`config.mk`:
```
export PLATFORM = sky130hd
export DESIGN_NAME = decoder_mc
export DESIGN_NICKNAME = d
export VERILOG_FILES = /design/src/rtl/decoder_mc.sv
export SDC_FILE = /design/constraint.sdc
export NUM_CORES = 1
export LEC_CHECK = 0
export BUFFER_PORTS_ARGS = -buffer_cell sky130_fd_sc_hd__buf_2
export CAP_MARGIN = 20
export CORE_UTILIZATION = 52
export CTS_CLUSTER_DIAMETER = 50
export CTS_CLUSTER_SIZE = 16
export DETAILED_ROUTE_END_ITERATION = 7
export PLACE_DENSITY = 0.87
export SETUP_SLACK_MARGIN = 0.05
export SLEW_MARGIN = 20
export SYNTH_ARGS = -nofsm -noshare
export SYNTH_HDL_FRONTEND = slang
export SYNTH_SLANG_ARGS = --single-unit
```
`constraint.sdc`:
```
create_clock -name clk -period 5.55 [get_ports clk]
set_input_delay 1.665 -clock clk [delete_from_list [all_inputs] [get_ports clk]]
set_output_delay 1.665 -clock clk [all_outputs]
set_load 0.01 [all_outputs]
```
`src/rtl/decoder_mc.sv`:
```
// Multi-cycle RV32I main decoder: combinational field decode plus a three-state
// sequencer that stalls the PC across data-memory accesses and holds trap causes.
module decoder_mc #(
  parameter int MEM_TIMEOUT = 16,
  parameter int TO_W        = 8
) (
  input  logic        clk,
  input  logic        rst,
  input  logic [31:0] instr,
  input  logic        instr_valid,
  input  logic        mem_ready,
  input  logic        trap_ack,
  output logic [1:0]  srcA,
  output logic [2:0]  srcB,
  output logic [4:0]  aop,
  output logic [2:0]  memi,
  output logic        mreq,
  output logic        mwe,
  output logic        rfwe,
  output logic        ws,
  output logic        b,
  output logic        jal,
  output logic        jalr,
  output logic        enpc,
  output logic        illegal,
  output logic        bus_err
);

  localparam logic [1:0] S_DECODE   = 2'd0;
  localparam logic [1:0] S_MEM_WAIT = 2'd1;
  localparam logic [1:0] S_TRAP     = 2'd2;

  localparam logic [6:0] OP_R      = 7'h33;
  localparam logic [6:0] OP_IMM    = 7'h13;
  localparam logic [6:0] OP_LOAD   = 7'h03;
  localparam logic [6:0] OP_STORE  = 7'h23;
  localparam logic [6:0] OP_BRANCH = 7'h63;
  localparam logic [6:0] OP_JAL    = 7'h6F;
  localparam logic [6:0] OP_JALR   = 7'h67;
  localparam logic [6:0] OP_LUI    = 7'h37;
  localparam logic [6:0] OP_AUIPC  = 7'h17;

  localparam logic [TO_W-1:0] TO_LAST = TO_W'((MEM_TIMEOUT == 0) ? 0 : MEM_TIMEOUT - 1);

  logic [1:0]      state_reg;
  logic [31:0]     ilat_reg;
  logic [TO_W-1:0] cnt_reg;
  logic            ill_reg;
  logic            berr_reg;

  // In MEM_WAIT the held instruction drives the decoder, not the fetch bus.
  logic [31:0] dw;
  logic [6:0]  opc;
  logic [2:0]  f3;
  logic [6:0]  f7;
  logic        unused_bits;

  assign dw          = (state_reg == S_MEM_WAIT) ? ilat_reg : instr;
  assign opc         = dw[6:0];
  assign f3          = dw[14:12];
  assign f7          = dw[31:25];
  assign unused_bits = ^{dw[24:15], dw[11:7]};

  logic       d_legal;
  logic [1:0] d_srca;
  logic [2:0] d_srcb;
  logic [4:0] d_aop;
  logic [2:0] d_memi;
  logic       d_mreq, d_mwe, d_rfwe, d_ws, d_b, d_jal, d_jalr;

  always_comb begin
    d_legal = 1'b0;
    d_srca  = 2'd0;
    d_srcb  = 3'd0;
    d_aop   = 5'd0;
    d_memi  = 3'd0;
    d_mreq  = 1'b0;
    d_mwe   = 1'b0;
    d_rfwe  = 1'b0;
    d_ws    = 1'b0;
    d_b     = 1'b0;
    d_jal   = 1'b0;
    d_jalr  = 1'b0;
    if (dw[1:0] == 2'b11) begin
      case (opc)
        OP_R: begin
          d_legal = (f7 == 7'h00) || ((f7 == 7'h20) && ((f3 == 3'd0) || (f3 == 3'd5)));
          d_aop   = {2'b00, f7[5], f3};
          d_rfwe  = 1'b1;
        end
        OP_IMM: begin
          d_legal = !((f3 == 3'd1) && (f7 != 7'h00)) &&
                    !((f3 == 3'd5) && (f7 != 7'h00) && (f7 != 7'h20));
          d_srcb  = 3'd1;
          d_aop   = {2'b00, (f3 == 3'd5) & f7[5], f3};
          d_rfwe  = 1'b1;
        end
        OP_LOAD: begin
          d_legal = !((f3 == 3'd3) || (f3 == 3'd6) || (f3 == 3'd7));
          d_srcb  = 3'd1;
          d_memi  = f3;
          d_mreq  = 1'b1;
          d_ws    = 1'b1;
        end
        OP_STORE: begin
          d_legal = (f3 <= 3'd2);
          d_srcb  = 3'd3;
          d_memi  = f3;
          d_mreq  = 1'b1;
          d_mwe   = 1'b1;
        end
        OP_BRANCH: begin
          d_legal = !((f3 == 3'd2) || (f3 == 3'd3));
          d_aop   = {2'b11, f3};
          d_b     = 1'b1;
        end
        OP_JAL: begin
          d_legal = 1'b1;
          d_srca  = 2'd1;
          d_srcb  = 3'd4;
          d_jal   = 1'b1;
          d_rfwe  = 1'b1;
        end
        OP_JALR: begin
          d_legal = (f3 == 3'd0);
          d_srca  = 2'd1;
          d_srcb  = 3'd4;
          d_jalr  = 1'b1;
          d_rfwe  = 1'b1;
        end
        OP_LUI: begin
          d_legal = 1'b1;
          d_srca  = 2'd2;
          d_srcb  = 3'd2;
          d_rfwe  = 1'b1;
        end
        OP_AUIPC: begin
          d_legal = 1'b1;
          d_srca  = 2'd1;
          d_srcb  = 3'd2;
          d_rfwe  = 1'b1;
        end
        default: d_legal = 1'b0;
      endcase
    end
  end

  always_comb begin
    srcA    = 2'd0;
    srcB    = 3'd0;
    aop     = 5'd0;
    memi    = 3'd0;
    mreq    = 1'b0;
    mwe     = 1'b0;
    rfwe    = 1'b0;
    ws      = 1'b0;
    b       = 1'b0;
    jal     = 1'b0;
    jalr    = 1'b0;
    enpc    = 1'b0;
    illegal = ill_reg;
    bus_err = berr_reg;
    case (state_reg)
      S_DECODE: begin
        if (instr_valid) begin
          if (!d_legal) begin
            illegal = 1'b1;
          end else begin
            srcA = d_srca;
            srcB = d_srcb;
            aop  = d_aop;
            memi = d_memi;
            mreq = d_mreq;
            mwe  = d_mwe;
            ws   = d_ws;
            // Memory ops only issue here; write-back and PC advance wait for mem_ready.
            if (!d_mreq) begin
              rfwe = d_rfwe;
              b    = d_b;
              jal  = d_jal;
              jalr = d_jalr;
              enpc = 1'b1;
            end
          end
        end
      end
      S_MEM_WAIT: begin
        srcA = d_srca;
        srcB = d_srcb;
        aop  = d_aop;
        memi = d_memi;
        mreq = d_mreq;
        mwe  = d_mwe;
        ws   = d_ws;
        enpc = mem_ready;
        rfwe = mem_ready & d_ws;
      end
      default: ;
    endcase
  end

  always_ff @(posedge clk or posedge rst) begin
    if (rst) begin
      state_reg <= S_DECODE;
      ilat_reg  <= 32'd0;
      cnt_reg   <= '0;
      ill_reg   <= 1'b0;
      berr_reg  <= 1'b0;
    end else begin
      case (state_reg)
        S_DECODE: begin
          if (instr_valid) begin
            if (!d_legal) begin
              ill_reg   <= 1'b1;
              state_reg <= S_TRAP;
            end else if (d_mreq) begin
              ilat_reg  <= instr;
              cnt_reg   <= '0;
              state_reg <= S_MEM_WAIT;
            end
          end
        end
        S_MEM_WAIT: begin
          // Completion takes priority over an expiring timeout.
          if (mem_ready) begin
            state_reg <= S_DECODE;
          end else begin
            cnt_reg <= cnt_reg + 1'b1;
            if ((MEM_TIMEOUT != 0) && (cnt_reg == TO_LAST)) begin
              berr_reg  <= 1'b1;
              state_reg <= S_TRAP;
            end
          end
        end
        S_TRAP: begin
          if (trap_ack) begin
            ill_reg   <= 1'b0;
            berr_reg  <= 1'b0;
            state_reg <= S_DECODE;
          end
        end
        default: state_reg <= S_DECODE;
      endcase
    end
  end

endmodule

```
# --- Yosys cells after proc, flatten, opt, wreduce, memory -nomap -nowiden ---
# Cells that the tools add are included.
word_totals:
  regBits: 44
  inputBits: 37
  output_inout_bits: 23
  word_cells: 157
op_classes:
  addsub: 1
  order_cmp: 1
  n_eq_ne: 29
  muxes: 86
  bitwise: 2
  reduce_logical: 33
op_table:
  columns: ["op", "n"]
  rows:
  - ["two-way mux 1 bit", 45]
  - ["two-way mux 32 bit", 1]
  - ["two-way mux 8 bit", 4]
  - ["== test 7 x 6 -> 1 bit (second input constant)", 4]
  - ["== test 7 bit (second input constant)", 3]
  - ["two-way mux 3 bit", 7]
  - ["two-way mux 2 bit", 9]
  - ["case mux 8 bit (2 select lines)", 1]
  - ["two-way mux 5 bit", 3]
  - ["case mux 5 bit (3 select lines)", 1]
  - ["== test 7 x 5 -> 1 bit (second input constant)", 2]
  - ["case mux 1 bit (2 select lines)", 7]
  - ["case mux 3 bit (2 select lines)", 2]
  - ["case mux 3 bit (4 select lines)", 1]
  - ["AND reduction 4 bit", 3]
  - ["!= test 2 bit (second input constant)", 5]
  - ["case mux 5 bit (2 select lines)", 1]
  - ["== test 3 bit (second input constant)", 3]
  - ["adder 8 x 1 -> 8 bit (second input constant)", 1]
  - ["== test 8 x 4 -> 1 bit (second input constant)", 1]
  - ["case mux 2 bit (2 select lines)", 2]
  - ["OR reduction 2 bit", 4]
  - ["== test 7 x 2 -> 1 bit (second input constant)", 1]
  - ["zero test 7 bit", 1]
  - ["23 further kinds", 40]

# --- Depth between registers and ports, before layout ---
# Gate-level depths: netlist of run 1.
depth:
  ltp_word: 12
  ltp_mapped: 10
  depth_no_buf: 7

# --- Worst setup path before layout of run 1 ---
# No wires, ideal clock.
synth_path:
  path_kind: "input-to-output"
  startpoint: "input instr[29]"
  endpoint: "output aop[3]"
  arrival_time_ns: 3.601
  required_time_ns: 3.885
  path_slack_ns: 0.284
  stages: 7
  path_buffers: 1
  cell_sequence: "or4_1 > nor4_1 > o2111ai_1 > a31oi_4 > o311ai_2 > buf_2 > a22oi_1"
synth_via:
  elab_chain_cells: 11
  elab_cells_between_ends: 18
  cone_classes: "eq/ne: 2; mux: 6; reduce/logical: 10"
synth_lines:
  columns: ["element", "line_no", "source"]
  rows:
  - ["start: declaration", "9", "input logic [31:0] instr,"]
  - ["two-way mux 32 bit (*)", "58", "assign dw = (state_reg == S_MEM_WAIT) ? ilat_reg : instr;"]
  - ["nonzero test 7 bit", "92, 93", null]
  - ["logical AND 1 bit (2 in series)", "93", "!((f3 == 3'd5) && (f7 != 7'h00) && (f7 != 7'h20));"]
  - ["zero test 1 bit", "93", null]
  - ["logical AND 1 bit", "92", "d_legal = !((f3 == 3'd1) && (f7 != 7'h00)) &&"]
  - ["case mux 1 bit (7 select lines) (*)", "85", "case (opc)"]
  - ["two-way mux 1 bit (*)", "84", "if (dw[1:0] == 2'b11) begin"]
  - ["two-way mux 5 bit (*)", "166", "if (!d_legal) begin"]
  - ["two-way mux 5 bit (*)", "165", "if (instr_valid) begin"]
  - ["case mux 5 bit (2 select lines) (*)", "163", "case (state_reg)"]
  - ["end: declaration", "15", "output logic [4:0] aop,"]
# Mark *: on every way between the ends. The rest lies on a longest branch, timed or not.

# --- Worst setup path in the final report of run 1 ---
layout_path:
  startpoint: "input instr[29]"
  endpoint: "output illegal"
layout_via:
  elab_chain_cells: 11
  elab_cells_between_ends: 18
  cone_classes: "eq/ne: 2; mux: 6; reduce/logical: 10"
layout_lines:
  columns: ["element", "line_no", "source"]
  rows:
  - ["two-way mux 32 bit (*)", "58", null]
  - ["nonzero test 7 bit", "92, 93", null]
  - ["logical AND 1 bit (2 in series)", "93", null]
  - ["zero test 1 bit", "93", null]
  - ["logical AND 1 bit", "92", null]
  - ["case mux 1 bit (7 select lines) (*)", "85", null]
  - ["two-way mux 1 bit (*)", "84", null]
  - ["two-way mux 1 bit (*)", null, null]
  - ["two-way mux 1 bit (*)", "165", null]
  - ["two-way mux 1 bit (*)", "163", null]
  - ["end: declaration", "25", "output logic illegal,"]
# Marks and branches as above.

==> results.sh, run 1 <==
export IMPL_start_kind="input port"
export IMPL_hold_class="flop to flop"
export IMPL_powerDensity_mw_per_mm2=191
export IMPL_worstMarginPinSlew_ps=948
export IMPL_cap_violations=0
export IMPL_die_area_mm2=0.00428
export IMPL_cts_hold_buf=0
export IMPL_status="completed"
export IMPL_placedCellCount=318
export IMPL_drive_gt1_frac=0.331
export IMPL_synthArstFlopShare=1.00
export IMPL_synth_edf_count=0
export IMPL_crit_buf_inv=3
export IMPL_cp_end_kind="output pin"
export IMPL_layout_commonest_cell="buf_2"
export IMPL_synth_cell_types=56
export IMPL_grt_use_met1=0.389
export IMPL_fmax_mhz=185
export IMPL_critPathSlowestCell="or4_1"
export IMPL_dieWidth_um=65.4
export IMPL_required_ps=3880
export IMPL_swShare=0.264
export IMPL_start_util=0.555
export IMPL_crit_path_start="instr[29]"
export IMPL_critPathMaxFanout=4
export IMPL_htreeDepth=2
export IMPL_syn_area_mm2=0.00209
export IMPL_internal_power_w=0.000354
export IMPL_slowest_delay_ps=590
export IMPL_avgViaCountPerCell=6.37
export IMPL_grt_use_met3=0.0556
export IMPL_cp_data_arrival_time_ps=3730
export IMPL_syn_to_final_growth_pct=20.6
export IMPL_fin_ws_ps=151
export IMPL_cts_tree="yes"
export IMPL_p_sw_w=0.000127
export IMPL_dpl_hpwl_um=3900
export IMPL_drt_iter0_drc=259
export IMPL_rsz0062_at_grt="no"
export IMPL_wl_per_cell_um=16.6
export IMPL_firstDrtPassIters=6
export IMPL_gp_congestion=0.853
export IMPL_placedInstanceArea_mm2=0.00237
export IMPL_synth_yosys_warnings=0
export IMPL_met2_usage=0.362
export IMPL_ant_nets=0
export IMPL_clock_skew_ps=8.41
export IMPL_clkPwrFrac=0.400
export IMPL_cellLeakagePower_nw=1.18
export IMPL_row_count=22
export IMPL_cts_sinks=29
export IMPL_grt_busiest_layer="met1"
export IMPL_finalWirelength_um=5410
export IMPL_antenna_found_initial=0
export IMPL_die_h_um=65.4
export IMPL_period_share=0.973
export IMPL_grt_overflow=0
export IMPL_synth_seq_cells=29
export IMPL_final_area_mm2=0.00252
export IMPL_finalSetupViolCount=0
export IMPL_syn_area_per_cell_um2=9.14
export IMPL_cts_setup_buffers=0
export IMPL_vias=2075
export IMPL_port_buffer_count=44
export IMPL_path_common_cell="buf_2"
export IMPL_largest_reg_flops=17
export IMPL_grt_max_degree=30
export IMPL_hold_viol=0
export IMPL_r2r_start="state_reg[0]$_DFFE_PP0P_"
export IMPL_layout_common_cells="buf_2, dfrtp_1, nand2_1"
export IMPL_cts_root_buffer="clkbuf_8"
export IMPL_cts_buffers=5
export IMPL_clk_latency_ps=290
export IMPL_core_area_mm2=0.00377
export IMPL_synth_cells=229
export IMPL_io_pins=60
export IMPL_max_vdd_ir_drop_v=0.000195
export IMPL_place_worst_setup_slack_ps=15.6
export IMPL_grt_pass1_vias=1766
export IMPL_hold_start="ilat_reg[1]$_DFFE_PP0P_"
export IMPL_slew_headroom=0.367
export IMPL_path_cells="buf_2 -> or4_1 -> nor4_4 -> o2111ai_2 -> a31oi_4 -> buf_4 -> nor4_1 -> or2_2 -> buf_2"
export IMPL_p_seq_frac=0.471
export IMPL_synth_nets=267
export IMPL_period_needed_ps=5400
export IMPL_nNetsFinal=315
export IMPL_fin_cells=326
export IMPL_maxSlewViolCount=0
export IMPL_clockBufferDepth=2
export IMPL_grtUsageTotal=0.264
export IMPL_timing_setup_tns_ps=0
export IMPL_cpLargestDelayFamily="simple AND/OR/NAND/NOR gates"
export IMPL_drc=0
export IMPL_ys_seq_area_frac=0.347
export IMPL_path_clk_slew_ps=60
export IMPL_crit_type="input port to output pin"
export IMPL_ys_flop_type="dfrtp_1"
export IMPL_grt_pass1_wl_um=8470
export IMPL_power_share_combinational=0.129
export IMPL_antennaDiodeCount=0
## stage by stage
stage	hold WS, ps	power (W)	utilization
after floorplan	435	0.000265	-
after global placement	450	0.000287	0.630
after detailed placement	453	0.000289	0.630
after CTS	470	0.000482	0.658
after global routing	508	0.000503	0.669
final	466	0.000481	0.669
## routing by layer
metal | share of wire | up-vias
met1 | 0.45 | 976
li1 | - | 962
met3 | 0.089 | 17
met2 | 0.44 | 120
met4 | 0.022 | 0
met5 | 0 | -
## cell usage after synthesis (all sizes together), types with 3 or more instances
library cell	number	area share
dfrtp	29	0.35
nand2	21	0.038
a21oi	18	0.045
nor2	16	0.029
mux2	13	0.075
a31oi	10	0.037
inv	10	0.018
mux2i	9	0.043
buf	8	0.026
nand3	8	0.019
nor3	7	0.019
nor4	7	0.027
or4	6	0.022
clkbuf	5	0.0090
and2	4	0.012
nand2b	4	0.012
or3	4	0.012
a21boi	3	0.011
and3	3	0.0090
nor4b	3	0.013
nor4bb	3	0.014
o31ai	3	0.011
## power by group through the flow
| stage | Sequential (W) | Combinational, W | Clock [W] |
|---|---|---|---|
| final | 0.000226 | 0.0000621 | 0.000192 |
| after global routing | 0.000227 | 0.0000680 | 0.000208 |
| after CTS | 0.000226 | 0.0000596 | 0.000196 |
| after detailed placement | 0.000230 | 0.0000592 | 0 |
| after global placement | 0.000230 | 0.0000573 | 0 |
| after floorplan | 0.000225 | 0.0000401 | 0 |
## cell families (layout without fill, tap and decap cells)
logic type | Yosys count | in the layout | synth area share
and+or+nand+nor | 92 | 92 | 0.245
AOI/OAI and AO/OA | 60 | 60 | 0.222
DFF | 29 | 29 | 0.347
buffers and inverters | 23 | 72 | 0.0532
muxes | 22 | 22 | 0.118
xor gates and xnor gates | 2 | 2 | 0.00837
adders and majority gates | 1 | 1 | 0.00598
## worst paths after layout
kind / end / slack (ps) / cells past startpoint
min in group asynchronous: state_reg[1]$_DFFE_PP0P_ / 1450 / 2
hold / removal: ilat_reg[1]$_DFFE_PP0P_ / 470 / 1
max in group asynchronous: ilat_reg[27]$_DFFE_PP0P_ / 3700 / 2
hold reg to reg: ilat_reg[1]$_DFFE_PP0P_ / 470 / 1
setup reg to reg: ilat_reg[26]$_DFFE_PP0P_ / 1920 / 8
setup / recovery: illegal / 150 / 9
## layout make-up
cell class / instances / area, um2
well taps: 48 / 60.1
flip-flops and latches: 29 / 726
inverters: 10 / 37.5
multi-input cells: 177 / 1300
clock inverters: 1 / 5.00
clock buffers: 7 / 96.3
fillers: 290 / 1250
repair buffers: 54 / 295
## timing repair
item,4_1_cts,5_1_grt
pin swaps,0,1
gates cloned,0,0
endpoints found under the setup margin,11,15
resized for setup,1,6
Note: power is estimated with default switching activity, not from simulation.
==> run 2: changes to the inputs <==
Settings changed: CELL_PAD_IN_SITES_DETAIL_PLACEMENT from default to 1, CELL_PAD_IN_SITES_GLOBAL_PLACEMENT from default to 2, CORE_UTILIZATION 52 to 31, RECOVER_POWER from default to 50.
==> run 2 against run 1 <==
The flow now finishes with violations (design-rule violations, max-capacitance violations, max-slew violations). Routed wire length grew 16%. Critical path depth is the same. Worst hold slack is essentially flat. First-iteration DRC count shrank 64%. Register-to-register slack lost 30 ps. Critical endpoint is now rfwe.
==> results.sh, run 2 (synthesized netlist as in run 1, its figures left out) <==
export IMPL_status="complete, but fails checks"
export IMPL_violations="design-rule violations, max-capacitance violations, max-slew violations"
export IMPL_die_area_mm2=0.00709
export IMPL_period_share=0.974
export IMPL_cts_setup_buffers=0
export IMPL_avgViaCountPerCell=5.57
export IMPL_drt_iter0_drc=93
export IMPL_grt_max_degree=38
export IMPL_port_buffer_count=44
export IMPL_place_worst_setup_slack_ps=-106
export IMPL_gp_congestion=0.788
export IMPL_finalHoldWorstSlack_ps=466
export IMPL_path_cells="buf_2 -> or4_1 -> nor4_4 -> o2111ai_2 -> a31oi_4 -> buf_4 -> nor3_1 -> o32ai_1 -> buf_2"
export IMPL_start_util=0.326
export IMPL_start_kind="input port"
export IMPL_io_pins=60
export IMPL_die_h_um=84.2
export IMPL_cts_root_buffer="clkbuf_8"
export IMPL_cpLargestDelayFamily="simple AND/OR/NAND/NOR gates"
export IMPL_cellLeakagePower_nw=1.18
export IMPL_maxSlewViolCount=30
export IMPL_fin_util=0.403
export IMPL_htreeDepth=2
export IMPL_cts_sinks=29
export IMPL_clockBufferDepth=2
export IMPL_crit_type="input port to output pin"
export IMPL_grtUsageTotal=0.192
export IMPL_slowest_delay_ps=580
export IMPL_clock_skew_ps=7.63
export IMPL_largest_reg_flops=17
export IMPL_max_vdd_ir_drop_v=0.000106
export IMPL_antennaDiodeCount=0
export IMPL_cts_buffers=5
export IMPL_hold_class="flop to flop"
export IMPL_grt_pass1_wl_um=10700
export IMPL_grt_overflow=0
export IMPL_fmax_mhz=185
export IMPL_hold_viol=0
export IMPL_cap_violations=1
export IMPL_path_common_cell="buf_2"
export IMPL_drc=10
export IMPL_worstMarginPinSlew_ps=1700
export IMPL_dieWidth_um=84.2
export IMPL_crit_buf_inv=3
export IMPL_dpl_hpwl_um=4650
export IMPL_nNetsFinal=318
export IMPL_antenna_found_initial=0
export IMPL_cts_hold_buf=0
export IMPL_grt_pass1_vias=2109
export IMPL_wl_per_cell_um=17.6
export IMPL_critPathMaxFanout=6
export IMPL_required_ps=3880
export IMPL_slew_headroom=-0.131
export IMPL_finalWirelength_um=6290
export IMPL_ant_nets=0
export IMPL_finalSetupViolCount=0
export IMPL_layout_commonest_cell="buf_2"
export IMPL_vias=1993
export IMPL_fin_ws_ps=147
export IMPL_path_clk_slew_ps=50
export IMPL_cts_tree="yes"
export IMPL_drive_gt1_frac=0.320
export IMPL_layout_common_cells="buf_2, dfrtp_1, nand2_1"
export IMPL_period_needed_ps=5400
export IMPL_rsz0062_at_grt="yes"
export IMPL_clk_latency_ps=280
export IMPL_core_area_mm2=0.00642
export IMPL_power_total_w=0.000459
export IMPL_cp_data_arrival_time_ps=3740
export IMPL_syn_to_final_growth_pct=23.6
export IMPL_powerDensity_mw_per_mm2=178
export IMPL_critPathSlowestCell="or4_1"
export IMPL_firstDrtPassIters=6
export IMPL_cp_end_kind="output pin"
export IMPL_row_count=29
run 2: worst reg2reg max path: cells and delay by family, from the launching register on:
family,cells,cell delay [ps]
flip-flops,1,610
AO/OA/AOI/OAI,2,910
multiplexers,2,980
buffers and inverters,2,580
AND/OR/NAND/NOR,2,470
run 2: path summary, 6_finish.rpt:
| check | end | slack (ps) | startpoint | depth (start not counted) |
|---|---|---|---|---|
| hold reg to reg | ilat_reg[1]$_DFFE_PP0P_ | 470 | ilat_reg[1]$_DFFE_PP0P_ | 1 |
| min in group asynchronous | ilat_reg[29]$_DFFE_PP0P_ | 1970 | rst | 3 |
| setup reg to reg | ilat_reg[14]$_DFFE_PP0P_ | 1890 | state_reg[1]$_DFFE_PP0P_ | 8 |
| hold / removal | ilat_reg[1]$_DFFE_PP0P_ | 470 | ilat_reg[1]$_DFFE_PP0P_ | 1 |
| max in group asynchronous | ilat_reg[6]$_DFFE_PP0P_ | 2590 | rst | 3 |
| setup / recovery | rfwe | 150 | instr[29] | 9 |
run 2: stage by stage:
step           cells  cell area (um2)  TNS (ps)
3_5_place_dp     350             2430      -190
2_1_floorplan    229             2090         0
5_1_grt          358             2590         0
4_1_cts          358             2530         0
3_3_place_gp     350             2430     -89.9
6_report         358             2590         0
run 2: report_power, final:
part           switching (W)  internal, W  leakage (nW)  total [W]
Sequential        0.00000871     0.000218         0.386   0.000226
Combinational      0.0000404    0.0000253         0.753  0.0000656
Clock              0.0000784    0.0000889        0.0395   0.000167
run 2: timing repair:
action / in CTS / in global routing
endpoints found under the setup margin: 14 / 17
resized for setup: 3 / 8
pin swaps: 0 / 1
run 2: metal layers:
| metal | share of wire | vias to the layer above | GRT usage | wire length [um] |
|---|---|---|---|---|
| met5 | 0 | - | 0 | 0 |
| met4 | 0.017 | 0 | 0.0690 | 106 |
| met3 | 0.035 | 7 | 0.0275 | 223 |
| met2 | 0.46 | 42 | 0.314 | 2860 |
| met1 | 0.49 | 971 | 0.259 | 3100 |
| li1 | - | 973 | - | - |
run 2: layout make-up:
| cell class | instances | area [um2] |
|---|---|---|
| clock buffer | 8 | 80.1 |
| fill | 773 | 3840 |
| inverter | 10 | 37.5 |
| multi-input combinational | 177 | 1340 |
| sequential | 29 | 726 |
| tap | 77 | 96.3 |
| timing repair buffer | 57 | 312 |
==> run 3: changes to the inputs <==
Settings changed: CORE_ASPECT_RATIO from default to 0.8.
==> run 3 against run 2 <==
The flow finishes with violations (max-capacitance violations, max-slew violations). Clock skew decreased by 2.4 ps. Sequential share of layout area decreased by 1.2 points. Worst hold slack lost 2.3 ps. Fmax down 0.46%. Power up 3.7%. Final cell count increased by 3.9%. Largest cell class unchanged. Highest routed layer unchanged.
==> results.sh, run 3 (synthesized netlist as in run 1, its figures left out) <==
export IMPL_cts_root_buffer="clkbuf_8"
export IMPL_ant_nets=0
export IMPL_regArea_um2=726
export IMPL_drt_iter0_drc=105
export IMPL_grt_max_degree=30
export IMPL_period_share=0.978
export IMPL_slew_headroom=-0.137
export IMPL_status="complete, but fails checks"
export IMPL_hold_viol=0
export IMPL_start_util=0.325
export IMPL_placedInstanceArea_mm2=0.00249
export IMPL_vias=2073
export IMPL_rsz0062_at_grt="no"
export IMPL_clockBufferDepth=2
export IMPL_cts_hold_buf=0
export IMPL_gp_congestion=0.839
export IMPL_worstMarginPinSlew_ps=1710
export IMPL_largest_reg_flops=17
export IMPL_required_ps=3880
export IMPL_max_vdd_ir_drop_v=0.0000899
export IMPL_htreeDepth=2
export IMPL_antennaDiodeCount=0
export IMPL_drive_gt1_frac=0.347
export IMPL_cellLeakagePower_nw=1.23
export IMPL_antenna_found_initial=0
export IMPL_grt_pass1_wl_um=10800
export IMPL_critPathMaxFanout=8
export IMPL_cts_sinks=29
export IMPL_path_clk_slew_ps=60
export IMPL_layout_commonest_cell="buf_2"
export IMPL_power_total_w=0.000476
export IMPL_start_kind="input port"
export IMPL_crit_type="input port to output pin"
export IMPL_place_worst_setup_slack_ps=-107
export IMPL_final_area_mm2=0.00271
export IMPL_grt_pass1_vias=2026
export IMPL_avgViaCountPerCell=5.57
export IMPL_syn_to_final_growth_pct=29.2
export IMPL_wl_per_cell_um=18.2
export IMPL_crit_path_start="instr[27]"
export IMPL_core_area_mm2=0.00644
export IMPL_clock_skew_ps=5.25
export IMPL_row_count=26
export IMPL_grtUsageTotal=0.202
export IMPL_grt_overflow=0
export IMPL_maxSlewViolCount=30
export IMPL_r2r_start="state_reg[0]$_DFFE_PP0P_"
export IMPL_violations="max-capacitance violations, max-slew violations"
export IMPL_fmax_mhz=184
export IMPL_port_buffer_count=44
export IMPL_finalWirelength_um=6790
export IMPL_dpl_hpwl_um=4870
export IMPL_nNetsFinal=326
export IMPL_hold_start="ilat_reg[0]$_DFFE_PP0P_"
export IMPL_powerDensity_mw_per_mm2=176
export IMPL_cp_end_kind="output pin"
export IMPL_multi_input_area_mm2=0.00137
export IMPL_finalHoldWorstSlack_ps=464
export IMPL_cap_violations=1
export IMPL_cp_data_arrival_time_ps=3760
export IMPL_fin_ws_ps=122
export IMPL_period_needed_ps=5430
export IMPL_die_area_mm2=0.00709
export IMPL_die_h_um=75.5
export IMPL_cts_buffers=5
export IMPL_hold_class="flop to flop"
export IMPL_dieWidth_um=93.9
export IMPL_drc=0
export IMPL_layout_common_cells="buf_2, dfrtp_1, nand2_1"
export IMPL_io_pins=60
export IMPL_clk_latency_ps=280
export IMPL_finalSetupViolCount=0
export IMPL_firstDrtPassIters=4
export IMPL_fill_cells=771
export IMPL_cts_tree="yes"
==> run 3: cell types whose count changed in the layout (fill, tap and decap cells not counted), sizes merged <==
cell  before  now
buf       54   61
==> run 3: final timing paths <==
| kind | to | slack (ps) | depth (start not counted) |
|---|---|---|---|
| setup / recovery | memi[2] | 120 | 10 |
| hold / removal | ilat_reg[0]$_DFFE_PP0P_ | 460 | 1 |
| setup reg to reg | ilat_reg[25]$_DFFE_PP0P_ | 2070 | 8 |
| hold reg to reg | ilat_reg[0]$_DFFE_PP0P_ | 460 | 1 |
| max in group asynchronous | cnt_reg[2]$_DFFE_PP0P_ | 2590 | 3 |
| min in group asynchronous | ilat_reg[5]$_DFFE_PP0P_ | 1980 | 3 |
==> run 3: final cells by class <==
cell class / instances / share of cell area
timing repair buffer: 65 / 0.142
multi-input combinational: 177 / 0.505
inverter: 10 / 0.0139
tap: 84 / 0.0389
sequential: 29 / 0.268
clock buffer: 7 / 0.0319
==> run 3: what timing repair did <==
item                                    CTS  global route
setup buffers                             2             0
endpoints found under the setup margin   14            19
gates resized for setup                  14             5
hold endpoints to repair                  0             0
pin swaps                                 7             4
==> run 3: routing by layer <==
metal / vias up / GRT usage / part of all wire
li1: 983 / - / -
met1: 1053 / 0.273 / 0.46
met2: 32 / 0.348 / 0.50
met3: 5 / 0.0359 / 0.030
met4: 0 / 0.0308 / 0.0046
met5: - / 0 / 0
==> run 3: critical path, stage by stage <==
cell	delay (ps)
buf_6	90
or4_4	540
nor4_4	140
buf_4	180
o2111ai_4	120
a31oi_4	310
o311ai_4	180
buf_4	200
a211oi_2	170
buf_2	160
==> run 3: metrics by stage <==
step | utilization | instances | setup TNS [ps]
final | 0.420 | 372 | 0
after global routing | 0.420 | 372 | 0
after CTS | 0.416 | 372 | 0
after detailed placement | 0.386 | 363 | -168
after global placement | 0.386 | 363 | -187
after floorplan | - | 229 | 0
==> run 3: where the power goes <==
| group | switching (W) | leakage, nW | internal, W |
|---|---|---|---|
| registers | 0.00000454 | 0.386 | 0.000218 |
| logic | 0.0000464 | 0.797 | 0.0000289 |
| clock network | 0.0000808 | 0.0443 | 0.0000983 |
| total | 0.000132 | 1.23 | 0.000345 |
